<file path="src/rtl/seq_array_divider_if.sv">
// seq_array_divider_if: start/busy/done handshake and operand/result bundle for the divider
interface seq_array_divider_if #(parameter int WIDTH = 4);
  logic               start;
  logic [2*WIDTH-1:0] dividend;
  logic [WIDTH-1:0]   divisor;
  logic               busy;
  logic               done;
  logic [WIDTH-1:0]   quotient;
  logic [WIDTH-1:0]   remainder;
  logic               div_by_zero;
  logic               overflow;
  modport master (output start, dividend, divisor,
                  input busy, done, quotient, remainder, div_by_zero, overflow);
  modport slave  (input start, dividend, divisor,
                  output busy, done, quotient, remainder, div_by_zero, overflow);
endinterface

</file>
<file path="src/rtl/seq_array_divider.sv">
// seq_array_divider: restoring divider, 2*WIDTH-bit dividend by WIDTH-bit divisor, one quotient bit per clock
module seq_array_divider #(parameter int WIDTH = 4) (
  input  logic               clk,
  input  logic               rst_n,
  seq_array_divider_if.slave bus
);
  localparam int CW = $clog2(WIDTH);
  typedef enum logic [1:0] {IDLE, CALC, FINISH} state_t;
  state_t state, state_nx;
  logic [WIDTH:0]   rem_r;
  logic [WIDTH-1:0] low_r;
  logic [WIDTH-1:0] dsr_r;
  logic [CW-1:0]    cnt;
  logic             err;
  logic [WIDTH:0]   shifted;
  logic             fits;
  logic             zero_d;
  logic             ovf_d;
  logic             accept;
  assign zero_d  = bus.divisor == '0;
  assign ovf_d   = bus.dividend[2*WIDTH-1:WIDTH] >= bus.divisor;
  assign accept  = state == IDLE && bus.start;
  assign shifted = {rem_r[WIDTH-1:0], low_r[WIDTH-1]};
  assign fits    = shifted >= {1'b0, dsr_r};
  assign bus.busy = state != IDLE;
  always_ff @(posedge clk or negedge rst_n)
    if (!rst_n) state <= IDLE;
    else        state <= state_nx;
  always_comb begin
    state_nx = state;
    if (accept) state_nx = (zero_d || ovf_d) ? FINISH : CALC;
    else if (state == CALC && cnt == CW'(WIDTH-1)) state_nx = FINISH;
    else if (state == FINISH) state_nx = IDLE;
  end
  // low_r holds the unconsumed dividend bits and collects quotient bits from the right
  always_ff @(posedge clk or negedge rst_n) begin
    if (!rst_n) begin
      rem_r           <= '0;
      low_r           <= '0;
      dsr_r           <= '0;
      cnt             <= '0;
      err             <= 1'b0;
      bus.done        <= 1'b0;
      bus.quotient    <= '0;
      bus.remainder   <= '0;
      bus.div_by_zero <= 1'b0;
      bus.overflow    <= 1'b0;
    end else begin
      bus.done <= state == FINISH;
      if (accept) begin
        rem_r           <= {1'b0, bus.dividend[2*WIDTH-1:WIDTH]};
        low_r           <= bus.dividend[WIDTH-1:0];
        dsr_r           <= bus.divisor;
        cnt             <= '0;
        err             <= zero_d || ovf_d;
        bus.div_by_zero <= zero_d;
        bus.overflow    <= !zero_d && ovf_d;
      end else if (state == CALC) begin
        rem_r <= fits ? shifted - {1'b0, dsr_r} : shifted;
        low_r <= {low_r[WIDTH-2:0], fits};
        cnt   <= cnt + 1'b1;
      end else if (state == FINISH) begin
        bus.quotient  <= err ? '1 : low_r;
        bus.remainder <= err ? low_r : rem_r[WIDTH-1:0];
      end
    end
  end
endmodule

</file>
<file path="src/flat_wrapper.sv">
// flat-port wrapper written by rule: the top's interface ports become plain ports
module seq_array_divider_flat 
#(parameter int WIDTH = 4)
  (clk, rst_n, bus_start, bus_dividend, bus_divisor, bus_busy, bus_done, bus_quotient, bus_remainder, bus_div_by_zero, bus_overflow);
  seq_array_divider_if #(.WIDTH(WIDTH)) bus_i ();
  input  logic clk;
  input  logic rst_n;
  input wire logic [$bits(bus_i.start)-1:0] bus_start;
  input wire logic [$bits(bus_i.dividend)-1:0] bus_dividend;
  input wire logic [$bits(bus_i.divisor)-1:0] bus_divisor;
  output wire logic [$bits(bus_i.busy)-1:0] bus_busy;
  output wire logic [$bits(bus_i.done)-1:0] bus_done;
  output wire logic [$bits(bus_i.quotient)-1:0] bus_quotient;
  output wire logic [$bits(bus_i.remainder)-1:0] bus_remainder;
  output wire logic [$bits(bus_i.div_by_zero)-1:0] bus_div_by_zero;
  output wire logic [$bits(bus_i.overflow)-1:0] bus_overflow;
  assign bus_i.start = bus_start;
  assign bus_i.dividend = bus_dividend;
  assign bus_i.divisor = bus_divisor;
  assign bus_busy = bus_i.busy;
  assign bus_done = bus_i.done;
  assign bus_quotient = bus_i.quotient;
  assign bus_remainder = bus_i.remainder;
  assign bus_div_by_zero = bus_i.div_by_zero;
  assign bus_overflow = bus_i.overflow;
  seq_array_divider #(.WIDTH(WIDTH)) u_core (.clk(clk), .rst_n(rst_n), .bus(bus_i));
endmodule
</file>
<file path="config.mk">
export PLATFORM = sky130hd
export DESIGN_NAME = seq_array_divider_flat
export DESIGN_NICKNAME = d
export VERILOG_FILES = /design/src/rtl/seq_array_divider_if.sv /design/src/rtl/seq_array_divider.sv /design/src/flat_wrapper.sv
export SDC_FILE = /design/constraint.sdc
export NUM_CORES = 1
export LEC_CHECK = 0
export BUFFER_PORTS_ARGS = -buffer_cell sky130_fd_sc_hd__buf_2
export CORE_MARGIN = 2
export CORE_UTILIZATION = 54
export CTS_BUF_LIST = sky130_fd_sc_hd__clkbuf_4 sky130_fd_sc_hd__clkbuf_8 sky130_fd_sc_hd__clkbuf_16
export DETAILED_ROUTE_END_ITERATION = 6
export PLACE_DENSITY = 0.78
export SLEW_MARGIN = 20
export SYNTH_ARGS = -nofsm -noshare
export SYNTH_HDL_FRONTEND = slang
export SYNTH_SLANG_ARGS = --single-unit
export TNS_END_PERCENT = 1
</file>
<file path="constraint.sdc">
create_clock -name clk -period 2.3 [get_ports clk]
set_clock_uncertainty 0.05 [all_clocks]
set_input_delay 0.46 -clock clk [delete_from_list [all_inputs] [get_ports clk]]
set_output_delay 0.46 -clock clk [all_outputs]
set_load 0.03 [all_outputs]
</file>
Yosys cells after proc, flatten, opt, wreduce, memory -nomap -nowiden
Index checks and enable logic that the tools add are counted.
{"block": "totals", "output_inout_bits": 12, "register_bits": 28, "in_bits": 15}
{"block": "op_classes", "eq_ne": 3, "add_sub_neg": 2, "reduce_logical": 11, "n_lt_le_gt_ge": 2, "mux": 13, "n_bitwise": 2}
{"operator": "two-way mux 4 bit", "n": 7}
{"operator": "two-way mux 2 bit", "n": 6}
{"operator": ">= comparator 5 x 4 -> 1 bit", "n": 1}
{"operator": "== test 2 bit (second input constant)", "n": 2}
{"operator": ">= comparator 4 bit", "n": 1}
{"operator": "zero test 4 bit", "n": 1}
{"operator": "nonzero test 2 bit", "n": 2}
{"operator": "subtractor 4 bit", "n": 1}
{"operator": "logical AND 1 bit", "n": 3}
{"operator": "AND reduction 3 bit", "n": 1}
{"operator": "nonzero test 3 bit", "n": 1}
{"operator": "adder 2 x 1 -> 2 bit (second input constant)", "n": 1}
{"operator": "== test 2 x 1 -> 1 bit (second input constant)", "n": 1}
{"operator": "zero test 2 bit", "n": 1}
{"operator": "inverter 1 bit", "n": 2}
{"operator": "zero test 1 bit", "n": 1}
{"operator": "logical OR 1 bit", "n": 1}

Logic depth before layout (Yosys ltp)
Gate-level depths: netlist of run 1.
{"block": "logic_depth", "depth_word": 4, "ltp_mapped": 6, "mapped_depth_nobuf": 6}

Worst setup path after synthesis of run 1
OpenSTA, ideal clock, no wires.
{"block": "synth_path", "path_type": "input port to flip-flop", "start": "input bus_dividend[4]", "end": "register u_core.state[0]", "required_time_ps": 2184, "path_buffers": 0, "path_stages": 6, "setup_time_ps": 66, "arrival_ps": 1613, "setup_slack_ps": 571, "path_cell_list": "inv_1 -> ha_1 -> nand2b_1 -> a2111o_1 -> a21oi_1 -> a22o_1"}
{"block": "synth_between", "elab_chain_len": 4}
{"element": "start: declaration", "line": "flat_wrapper.sv:9", "rtl": "input wire logic [$bits(bus_i.dividend)-1:0] bus_dividend;"}
{"element": ">= comparator 4 bit", "line": "seq_array_divider.sv:21", "rtl": "assign ovf_d = bus.dividend[2*WIDTH-1:WIDTH] >= bus.divisor;"}
{"element": "logical OR 1 bit", "line": "seq_array_divider.sv:31", "rtl": "if (accept) state_nx = (zero_d || ovf_d) ? FINISH : CALC;"}
{"element": "two-way mux 2 bit (2 in series)", "line": "seq_array_divider.sv:31"}
{"element": "end signal: assignment", "line": "seq_array_divider.sv:28", "rtl": "else state <= state_nx;"}
{"element": "end: declaration", "line": "seq_array_divider.sv:9", "rtl": "state_t state, state_nx;"}
Every way passes these cells.
A chain may end at the register's enable or synchronous reset.

Final worst setup path of run 1
{"block": "layout_path", "start": "register u_core.rem_r[0]", "end": "register u_core.low_r[0]"}
{"block": "layout_between", "elab_chain_len": 3}
{"element": "start: declaration", "line": "seq_array_divider.sv:10", "rtl": "logic [WIDTH:0] rem_r;"}
{"element": "start signal: assignment", "line": "seq_array_divider.sv:51", "rtl": "rem_r <= {1'b0, bus.dividend[2*WIDTH-1:WIDTH]};"}
{"element": "start signal: assignment", "line": "seq_array_divider.sv:59", "rtl": "rem_r <= fits ? shifted - {1'b0, dsr_r} : shifted;"}
{"element": ">= comparator 5 x 4 -> 1 bit", "line": "seq_array_divider.sv:24", "rtl": "assign fits = shifted >= {1'b0, dsr_r};"}
{"element": "two-way mux 4 bit", "line": "seq_array_divider.sv:58", "rtl": "end else if (state == CALC) begin"}
{"element": "two-way mux 4 bit", "line": "seq_array_divider.sv:50", "rtl": "if (accept) begin"}
{"element": "end signal: assignment", "line": "seq_array_divider.sv:52", "rtl": "low_r <= bus.dividend[WIDTH-1:0];"}
{"element": "end signal: assignment", "line": "seq_array_divider.sv:60", "rtl": "low_r <= {low_r[WIDTH-2:0], fits};"}
{"element": "end: declaration", "line": "seq_array_divider.sv:11", "rtl": "logic [WIDTH-1:0] low_r;"}
Every way passes these cells. The select of a mux whose other input is x is not followed.

==> results of run 1 <==
[worst min path at each step]
| stage | startpoint | endpoint | slack [ns] | cells after the start |
|---|---|---|---|---|
| global placement | u_core.bus.remainder[3] | u_core.bus.remainder[3] | 0.41 | 2 |
| finish | rst_n | u_core.low_r[0] | 0.05 | 1 |
| detailed placement | u_core.bus.div_by_zero | u_core.bus.div_by_zero | 0.41 | 2 |
| global route | rst_n | u_core.low_r[2] | 0.09 | 1 |
| CTS | rst_n | u_core.low_r[2] | 0.07 | 1 |
| floorplan | rst_n | u_core.bus.div_by_zero | 0.11 | 0 |
[per-layer routing]
metal / part of all wire [%] / vias up / wire, um
met5: 0 / - / 0
met4: 1.4 / 0 / 43
met3: 4.1 / 5 / 128
met2: 50 / 42 / 1550
met1: 44 / 587 / 1371
li1: - / 599 / -
[metrics by stage]
stage	hold slack [ns]	instance area (um^2)	setup WS, ns	util (%)	instances
3_5_place_dp	0.4107	1649	0.3047	60.85	210
3_3_place_gp	0.4061	1649	0.4150	60.85	210
4_1_cts	0.07133	1702	0.4548	62.79	214
6_report	0.05299	1702	0.4202	62.79	214
2_1_floorplan	0.1144	1508	0.5714	-	159
5_1_grt	0.08725	1702	0.3436	62.79	214
[placed cells by master (no fill, tap or decap), drive strengths merged, types with 2 or more instances in the layout]
cell / synthesis / routed
nor2: 12 / 12
ha: 9 / 9
nand2: 23 / 23
nand3: 4 / 4
clkbuf: 3 / 3
inv: 10 / 10
or2: 2 / 2
and3: 3 / 3
mux2i: 4 / 4
nand2b: 3 / 3
o21ai: 19 / 19
dfrtp: 28 / 28
a21oi: 7 / 7
o31ai: 2 / 2
nor3: 4 / 4
nand4: 2 / 2
buf: 4 / 27
a221o: 2 / 2
[layout make-up]
class / instances / area [um^2] / share of cell area, %
inverters: 10 / 37.54 / 2.206
flip-flops and latches: 28 / 700.7 / 41.18
clock inverters: 1 / 30.03 / 1.765
well taps: 31 / 38.79 / 2.279
repair buffers: 27 / 137.6 / 8.088
multi-input cells: 114 / 734.5 / 43.16
clock buffers: 3 / 22.52 / 1.324
[registers in the layout, indices dropped and copies added, names as in the netlist]
signal	flops
u_core.bus.div_by_zero	1
u_core.bus.done	1
u_core.bus.overflow	1
u_core.bus.quotient	4
u_core.bus.remainder	4
u_core.cnt	2
u_core.dsr_r	4
u_core.err	1
u_core.low_r	4
u_core.rem_r	4
u_core.state	2
[logic make-up after synthesis]
family | after synthesis
simple gates | 61
compound gates | 38
flops | 28
buf+inv | 17
fa+ha+maj | 10
mux | 4
xor+xnor | 1
[worst register-to-register path: cells and delay by family (launching register included)]
kind            cells  cell delay, ns
compound gates      3            0.81
fa+ha+maj           1            0.30
flops               1            0.47
simple gates        1            0.17
[power groups by stage]
stage | Combinational (mW) | Sequential, mW | Clock, mW
5_1_grt | 1.64 | 0.974 | 0.350
6_report | 1.46 | 0.936 | 0.326
3_3_place_gp | 1.39 | 0.938 | 0
3_5_place_dp | 1.45 | 0.948 | 0
4_1_cts | 1.45 | 0.935 | 0.336
2_1_floorplan | 1.00 | 1.05 | 0
==> flow_summary.json, run 1 <==
{
  "outcome": "completed",
  "synth-compound-area-share_pct": 16.43,
  "cts_setup_buffers": 0,
  "crit_cells": 5,
  "grtUsageTotal_pct": 21.23,
  "rr_endpoint": "u_core.low_r[0]",
  "yosys.area.top_type": "dfrtp_1",
  "routed_wl_um": 3094,
  "grt_overflow": 0,
  "pwr-share-clk_pct": 12.0,
  "n_antenna_cell": 0,
  "hold_buffers": 0,
  "port_buffers": 26,
  "clk_path_buf_depth": 2,
  "ys.flop_type": "dfrtp_1",
  "synth_edf_count": 0,
  "relSlewSlack_pct": 60.10,
  "end_kind": "flip-flop",
  "seq_area_frac_synth_pct": 46.47,
  "setup_viol": 0,
  "fill_cells": 232,
  "p_seq_share_pct": 34.4,
  "path_buf_inv": 0,
  "power_mw": 2.719,
  "slowest_delay_ns": 0.47,
  "root_buffer": "clkbuf_4",
  "fp.dieW_um": 56.84,
  "grt_pass1_vias": 1195,
  "post-route-period-util_pct": 81.73,
  "arrival_ns": 2.08,
  "drv_slew": 0,
  "drtPass1Iterations": 4,
  "syn_to_final_growth_pct": 12.86,
  "gp_congestion": 0.8518,
  "cts-buffers-inserted": 3,
  "design.core.area_um2": 2710,
  "required_ns": 2.50,
  "start_util_pct": 55.63,
  "p_int_mw": 1.490,
  "synth_top_family_by_area": "simple AND/OR/NAND/NOR gates",
  "netSwitchingFraction_pct": 45.20,
  "ios": 27,
  "grt_setup_unrepaired": "false",
  "cp-startpoint": "u_core.rem_r[0]",
  "syn_area_per_cell_um2": 9.482,
  "crit_path_top_delay_cell": "dfrtp_1",
  "dr_total_vias": 1233,
  "grt_pass1_wl_um": 5299,
  "setup.worst_path.end": "u_core.low_r[0]",
  "synth_xor_area_share_pct": 0.5809,
  "max_freq_mhz": 532.0,
  "cts_sinks": 28,
  "synth_fp_nets": 184,
  "ys_top_cells_by_area": "dfrtp_1 (46%), ha_1 (7.5%), o21ai_0 (6.3%)",
  "hold_class": "input port to async pin",
  "synth_top_area_share_pct": 46.47,
  "drc": 0,
  "p_sw_mw": 1.229,
  "synth_common_cells": "dfrtp_1 (28), nand2_1 (23), o21ai_0 (19), nor2_1 (12), inv_1 (10)",
  "yosysUniqueCellTypes": 40,
  "tritoncts": "built",
  "grt_max_degree": 29,
  "clk_latency_ns": 0.34,
  "post_drt_wl_per_cell_um": 14.46,
  "grtUsageMet2_pct": 37.87,
  "fin_tns_setup_ns": 0,
  "ys_seq_elements": 28,
  "combinationalPowerShare_pct": 53.6,
  "rows": 19,
  "synth.most_common_cell": "dfrtp_1",
  "hpwl_um": 2368,
  "cp_cell_sequence": "ha_1 -> nor2b_1 -> o311ai_2 -> a21oi_1 -> a221o_1",
  "vias_per_cell": 5.762,
  "detail-route-antenna-nets": 0,
  "peakVddDrop_mv": 0.9967,
  "drv_cap": 0,
  "layout.nets": 209,
  "clkTransAtPathRegs_ns": 0.15,
  "synth_area_um2": 1508,
  "met1_usage_pct": 26.72,
  "synth-async-reset-ratio_pct": 100.0,
  "syn_inst": 159,
  "ys_warn_count": 0,
  "hold_violations": 0,
  "drive_gt1_share_pct": 20.77,
  "cts_resized": 0,
  "min_period_ns": 1.880,
  "initialDrtViolationCount": 30,
  "synth-simple-area-share_pct": 19.92,
  "muxShareOfSynthArea_pct": 2.656,
  "die_y_um": 56.84,
  "crit_path_start_kind": "flip-flop",
  "grt_util_met3_pct": 2.995,
  "top_usage_layer": "met2",
  "p_leak_nw": 0.8567,
  "rrSetupSlack_ns": 0.42,
  "tightestPinTransition_ns": 0.5984,
  "r2r_cells": 5,
  "synthAdderAreaFrac_pct": 8.797,
  "htreeDepth": 1,
  "r2r_start": "u_core.rem_r[0]",
  "critical_path_class": "flip-flop to flip-flop",
  "antenna_found_initial": 0,
  "dieArea_um2": 3231,
  "cpLargestDelayFamily": "compound AO/OA/AOI/OAI gates",
  "crit_path_max_fanout": 5,
  "cellPowerDensity_nw_per_um2": 1598
}
Note: power is estimated with default switching activity, not from simulation.
==> run 2, diff against run 1 <==
--- a/config.mk
+++ b/config.mk
@@ -5,12 +5,13 @@
 export SDC_FILE = /design/constraint.sdc
 export NUM_CORES = 1
 export LEC_CHECK = 0
+export ABC_AREA = 1
 export BUFFER_PORTS_ARGS = -buffer_cell sky130_fd_sc_hd__buf_2
 export CORE_MARGIN = 2
-export CORE_UTILIZATION = 54
+export CORE_UTILIZATION = 49
 export CTS_BUF_LIST = sky130_fd_sc_hd__clkbuf_4 sky130_fd_sc_hd__clkbuf_8 sky130_fd_sc_hd__clkbuf_16
 export DETAILED_ROUTE_END_ITERATION = 6
-export PLACE_DENSITY = 0.78
+export PLACE_DENSITY = 0.74
 export SLEW_MARGIN = 20
 export SYNTH_ARGS = -nofsm -noshare
 export SYNTH_HDL_FRONTEND = slang
==> constraint.sdc (replaced) <==
create_clock -name clk -period 1.6 [get_ports clk]
set_clock_uncertainty 0.05 [all_clocks]
set_input_delay 0.32 -clock clk [delete_from_list [all_inputs] [get_ports clk]]
set_output_delay 0.32 -clock clk [all_outputs]
set_load 0.03 [all_outputs]
==> run 2 against run 1 <==
Net effect: register-to-register slack worse by 0.31 ns; utilization shrank 3.2 points; critical path type is now flip-flop to primary output; sequential power down 24%; clock power increased by 42%; critical path depth decreased by 2; flip-flop and latch count is the same; area after synthesis fell by 0.41%; worst hold slack better by 0.099 ns; die area up 9.0%; worst setup slack lost 0.37 ns.
==> flow_summary.json, run 2 <==
{
  "grt_setup_unrepaired": "false",
  "cp_cell_sequence": "nor2_2 -> inv_1 -> buf_2",
  "clk_path_buf_depth": 2,
  "grt_max_degree": 29,
  "seq_area_frac_synth_pct": 46.67,
  "ys_seq_elements": 28,
  "final_util_pct": 59.58,
  "drv_slew": 0,
  "cellPowerDensity_nw_per_um2": 697.1,
  "antenna_found_initial": 0,
  "max_freq_mhz": 645.8,
  "cts_sinks": 28,
  "crit_path_top_delay_cell": "dfrtp_2",
  "synth_fp_nets": 202,
  "fin_area_um2": 1774,
  "ys_top_cells_by_area": "dfrtp_1 (47%), nand2_1 (8.5%), ha_1 (7.5%)",
  "yosys.area.top_type": "dfrtp_1",
  "path_buf_inv": 2,
  "mostFrequentLayoutCells": "nand2_1 (33), dfrtp_1 (27), buf_2 (26)",
  "ios": 27,
  "tritoncts": "built",
  "arrival_ns": 1.18,
  "grt_overflow": 0,
  "hold_violations": 0,
  "slowest_delay_ns": 0.46,
  "synth_top_area_share_pct": 46.67,
  "syn_inst": 177,
  "grt_pass1_wl_um": 5285,
  "dr_total_vias": 1289,
  "yosysUniqueCellTypes": 27,
  "initialDrtViolationCount": 78,
  "gp_congestion": 0.8680,
  "hpwl_um": 2349,
  "relSlewSlack_pct": 59.06,
  "crit_path_max_fanout": 4,
  "grt_pass1_vias": 1200,
  "synth_common_cells": "nand2_1 (34), dfrtp_1 (28), inv_1 (21), nor2_1 (19)",
  "dpl_cell_area_um2": 1669,
  "synth.most_common_cell": "nand2_1",
  "final_common_cell": "nand2_1",
  "htreeDepth": 1,
  "rows": 20,
  "ys_warn_count": 0,
  "synth-async-reset-ratio_pct": 100.0,
  "synth_edf_count": 0,
  "dieArea_um2": 3523,
  "min_period_ns": 1.549,
  "hold_class": "input port to flip-flop",
  "cpLargestDelayFamily": "flip-flops",
  "vias_per_cell": 5.326,
  "clk_latency_ns": 0.33,
  "syn_area_per_cell_um2": 8.483,
  "drc": 0,
  "clkTransAtPathRegs_ns": 0.15,
  "port_buffers": 26,
  "crit_path_start_kind": "flip-flop",
  "die_y_um": 59.36,
  "post_drt_wl_per_cell_um": 12.84,
  "tightestPinTransition_ns": 0.6142,
  "ys.flop_type": "dfrtp_1",
  "grtUsageTotal_pct": 19.55,
  "syn_to_final_growth_pct": 18.17,
  "design.core.area_um2": 2978,
  "n_antenna_cell": 0,
  "synth_area_um2": 1501,
  "required_ns": 1.23,
  "setup_viol": 0,
  "layout.nets": 235,
  "routed_wl_um": 3108,
  "cts-buffers-inserted": 3,
  "fin_tns_setup_ns": 0,
  "end_kind": "primary output",
  "peakVddDrop_mv": 0.3096,
  "p_leak_nw": 0.9115,
  "drtPass1Iterations": 4,
  "post-route-period-util_pct": 96.79,
  "fp.dieW_um": 59.36,
  "critical_path_class": "flip-flop to primary output",
  "drv_cap": 0,
  "drive_gt1_share_pct": 26.32,
  "outcome": "completed",
  "root_buffer": "clkbuf_4",
  "detail-route-antenna-nets": 0,
  "start_util_pct": 50.42
}
==> run 2: changes by cell type after synthesis, sizes merged, moves of 6 or more <==
cell   change
nor2      +10
nand3      +7
nand2     +16
o21ai      -6
inv       +16
==> run 2: cell type report <==
cell class | instances | area, um^2
multi-input cells | 120 | 705.7
fillers | 272 | 1204
well taps | 33 | 41.29
clock inverters | 1 | 30.03
repair buffers | 31 | 170.2
flip-flops and latches | 28 | 701.9
inverters | 26 | 102.6
clock buffers | 3 | 22.52
==> run 2: tightest hold or removal path: stages <==
cell      delay (ns)
buf_2           0.08
nand2_1         0.04
o221ai_1        0.06
==> run 2: cells by family (layout without fill, tap and decap cells) <==
family | after synthesis | after routing | synth area share, %
AOI/OAI and AO/OA | 32 | 32 | 12.08
xor gates and xnor gates | 1 | 1 | 0.5834
adders and majority gates | 10 | 10 | 8.834
buffers and inverters | 29 | 61 | 8.083
DFF | 28 | 28 | 46.67
and+or+nand+nor | 77 | 77 | 23.75
==> run 2: repair_timing <==
item                                    4_1_cts  5_1_grt
hold buffers                                  1        0
resized for setup                             0        8
endpoints found under the setup margin        0        6
endpoints found under the hold margin        28        0
buffers inserted                              0        2
==> run 2: worst paths after layout <==
| path | cells after the start | to | startpoint | slack [ns] |
|---|---|---|---|---|
| min | 3 | u_core.low_r[2] | bus_dividend[2] | 0.15 |
| min reg2reg | 1 | u_core.cnt[0] | u_core.cnt[0] | 0.46 |
| max in group asynchronous | 2 | u_core.state[0] | rst_n | 0.61 |
| max | 3 | bus_busy | u_core.state[0] | 0.05 |
| max reg2reg | 6 | u_core.rem_r[1] | u_core.low_r[3] | 0.11 |
| min in group asynchronous | 2 | u_core.bus.quotient[0] | rst_n | 0.47 |
==> run 2: per-stage QoR <==
step	power (mW)	hold slack, ns	setup WS [ns]	instances
4_1_cts	1.251	0.1451	0.0007552	240
3_3_place_gp	0.7831	0.3120	0.07208	235
2_1_floorplan	0.7467	-0.02559	0.1989	177
6_report	1.237	0.1516	0.05143	242
3_5_place_dp	0.7869	0.3151	0.05475	235
5_1_grt	1.279	0.1582	0.005369	242
==> run 2: power by group <==
part	switching [mW]	internal, mW
logic	0.0396	0.0262
clock network	0.210	0.254
registers	0	0.708
==> run 2: layer usage <==
layer	vias to the layer above	global-route usage (%)	share of wire (%)
met5	-	0	0
met1	602	26.88	43
met3	2	2.838	5.6
met2	44	32.18	51
li1	641	-	-
met4	0	5.195	0.71
==> run 3, diff against run 2 <==
--- a/config.mk
+++ b/config.mk
@@ -8,10 +8,9 @@
 export ABC_AREA = 1
 export BUFFER_PORTS_ARGS = -buffer_cell sky130_fd_sc_hd__buf_2
 export CORE_MARGIN = 2
-export CORE_UTILIZATION = 49
+export CORE_UTILIZATION = 35
 export CTS_BUF_LIST = sky130_fd_sc_hd__clkbuf_4 sky130_fd_sc_hd__clkbuf_8 sky130_fd_sc_hd__clkbuf_16
 export DETAILED_ROUTE_END_ITERATION = 6
-export PLACE_DENSITY = 0.74
 export SLEW_MARGIN = 20
 export SYNTH_ARGS = -nofsm -noshare
 export SYNTH_HDL_FRONTEND = slang
==> constraint.sdc (replaced) <==
create_clock -name clk -period 1.9 [get_ports clk]
set_clock_uncertainty 0.05 [all_clocks]
set_input_delay 0.38 -clock clk [delete_from_list [all_inputs] [get_ports clk]]
set_output_delay 0.38 -clock clk [all_outputs]
set_load 0.03 [all_outputs]
==> run 3 against run 2 <==
Net effect: power fell by 9.8%; worst setup slack gained 0.30 ns; flip-flop and latch count unchanged; global-route usage down 5.7 points; final cell count up 5.0%; non-clock buffer count down 5; clock-buffer cell count unchanged.
==> flow_summary.json, run 3 (synthesized netlist as in run 2, its figures left out) <==
{
  "setup_viol": 0,
  "design.core.area_um2": 4058,
  "hpwl_um": 2313,
  "cts-buffers-inserted": 3,
  "start_util_pct": 37.00,
  "dr_total_vias": 1200,
  "hold_buffers": 0,
  "drc": 0,
  "rrSetupSlack_ns": 0.35,
  "detail-route-antenna-nets": 0,
  "clk_path_buf_depth": 2,
  "cts_setup_buffers": 0,
  "fin_tns_setup_ns": 0,
  "cts_resized": 0,
  "cpLargestDelayFamily": "flip-flops",
  "final_common_cell": "nand2_1",
  "htreeDepth": 1,
  "hold_violations": 0,
  "hold_class": "input port to async pin",
  "drv_cap": 0,
  "path_buf_inv": 2,
  "max_freq_mhz": 644.8,
  "die_y_um": 69.50,
  "syn_to_final_growth_pct": 16.33,
  "setup_slack_ns": 0.3491,
  "peakVddDrop_mv": 0.6343,
  "grtUsageTotal_pct": 13.81,
  "outcome": "completed",
  "antenna_found_initial": 0,
  "tritoncts": "built",
  "rows": 23,
  "crit_path_max_fanout": 6,
  "slowest_delay_ns": 0.47,
  "gp_congestion": 0.8245,
  "critical_path_class": "flip-flop to primary output",
  "r2r_cells": 7,
  "cellPowerDensity_nw_per_um2": 638.4,
  "crit_path_start_kind": "flip-flop",
  "place_ws_ns": 0.3434,
  "root_buffer": "clkbuf_8",
  "cts_sinks": 28,
  "post_drt_wl_per_cell_um": 12.19,
  "mostFrequentLayoutCells": "nand2_1 (34), dfrtp_1 (28), buf_2 (26)",
  "drive_gt1_share_pct": 21.08,
  "routed_wl_um": 3097,
  "post-route-period-util_pct": 81.63,
  "crit_path_top_delay_cell": "dfrtp_1",
  "r2r_start": "u_core.low_r[3]",
  "dieArea_um2": 4830,
  "ios": 27,
  "vias_per_cell": 4.724,
  "layout.nets": 230,
  "required_ns": 1.47,
  "clk_latency_ns": 0.28,
  "min_period_ns": 1.551,
  "cp_cell_sequence": "nor2_2 -> inv_1 -> buf_2",
  "grt_setup_unrepaired": "false",
  "drv_slew": 0,
  "p_leak_nw": 0.9034,
  "grt_pass1_wl_um": 5430,
  "end_kind": "primary output",
  "grt_max_degree": 29,
  "port_buffers": 26,
  "clkTransAtPathRegs_ns": 0.10,
  "n_antenna_cell": 0,
  "relSlewSlack_pct": 55.55,
  "grt_pass1_vias": 1108,
  "initialDrtViolationCount": 43,
  "grt_overflow": 0,
  "arrival_ns": 1.12,
  "fp.dieW_um": 69.50,
  "tightestPinTransition_ns": 0.6668,
  "drtPass1Iterations": 4,
  "rr_endpoint": "u_core.rem_r[2]"
}
[run 3: metal layers]
metal | up-vias | routed length, um | global-route usage, %
li1 | 633 | - | -
met1 | 535 | 1581 | 20.63
met2 | 30 | 1345 | 20.62
met3 | 2 | 152 | 3.052
met4 | 0 | 17 | 2.614
met5 | - | 0 | 0
[run 3: area by class of cell]
type,count,area (um^2)
clock buffer,3,41.29
sequential,28,700.7
tap,50,62.56
fill,421,2311
multi-input combinational,120,679.4
timing repair buffer,26,130.1
inverter,26,102.6
clock inverter,1,30.03
[run 3: where the power goes]
part	total (mW)	internal (mW)	switching, mW
registers	0.595	0.595	0
clock network	0.466	0.282	0.184
logic	0.0538	0.0203	0.0335
total	1.12	0.898	0.217
[run 3: worst max path at each step]
stage | endpoint | slack (ns) | cells after the start | startpoint
after floorplan | u_core.rem_r[2] | 0.50 | 7 | u_core.low_r[3]
after global placement | u_core.rem_r[2] | 0.36 | 7 | u_core.low_r[3]
after detailed placement | u_core.rem_r[2] | 0.34 | 7 | u_core.low_r[3]
after CTS | bus_busy | 0.32 | 3 | u_core.state[0]
after global routing | u_core.rem_r[1] | 0.18 | 9 | u_core.dsr_r[2]
final | bus_busy | 0.35 | 3 | u_core.state[0]
[run 3: through the flow]
stage | instance area (um^2) | util (%) | power, mW | cells | hold WS (ns)
2_1_floorplan | 1501 | - | 0.6288 | 177 | 0.03441
3_3_place_gp | 1675 | 41.29 | 0.6628 | 250 | 0.3992
3_5_place_dp | 1675 | 41.29 | 0.6632 | 250 | 0.3990
4_1_cts | 1747 | 43.05 | 1.135 | 254 | 0.08690
5_1_grt | 1747 | 43.05 | 1.169 | 254 | 0.1196
6_report | 1747 | 43.05 | 1.115 | 254 | 0.07384
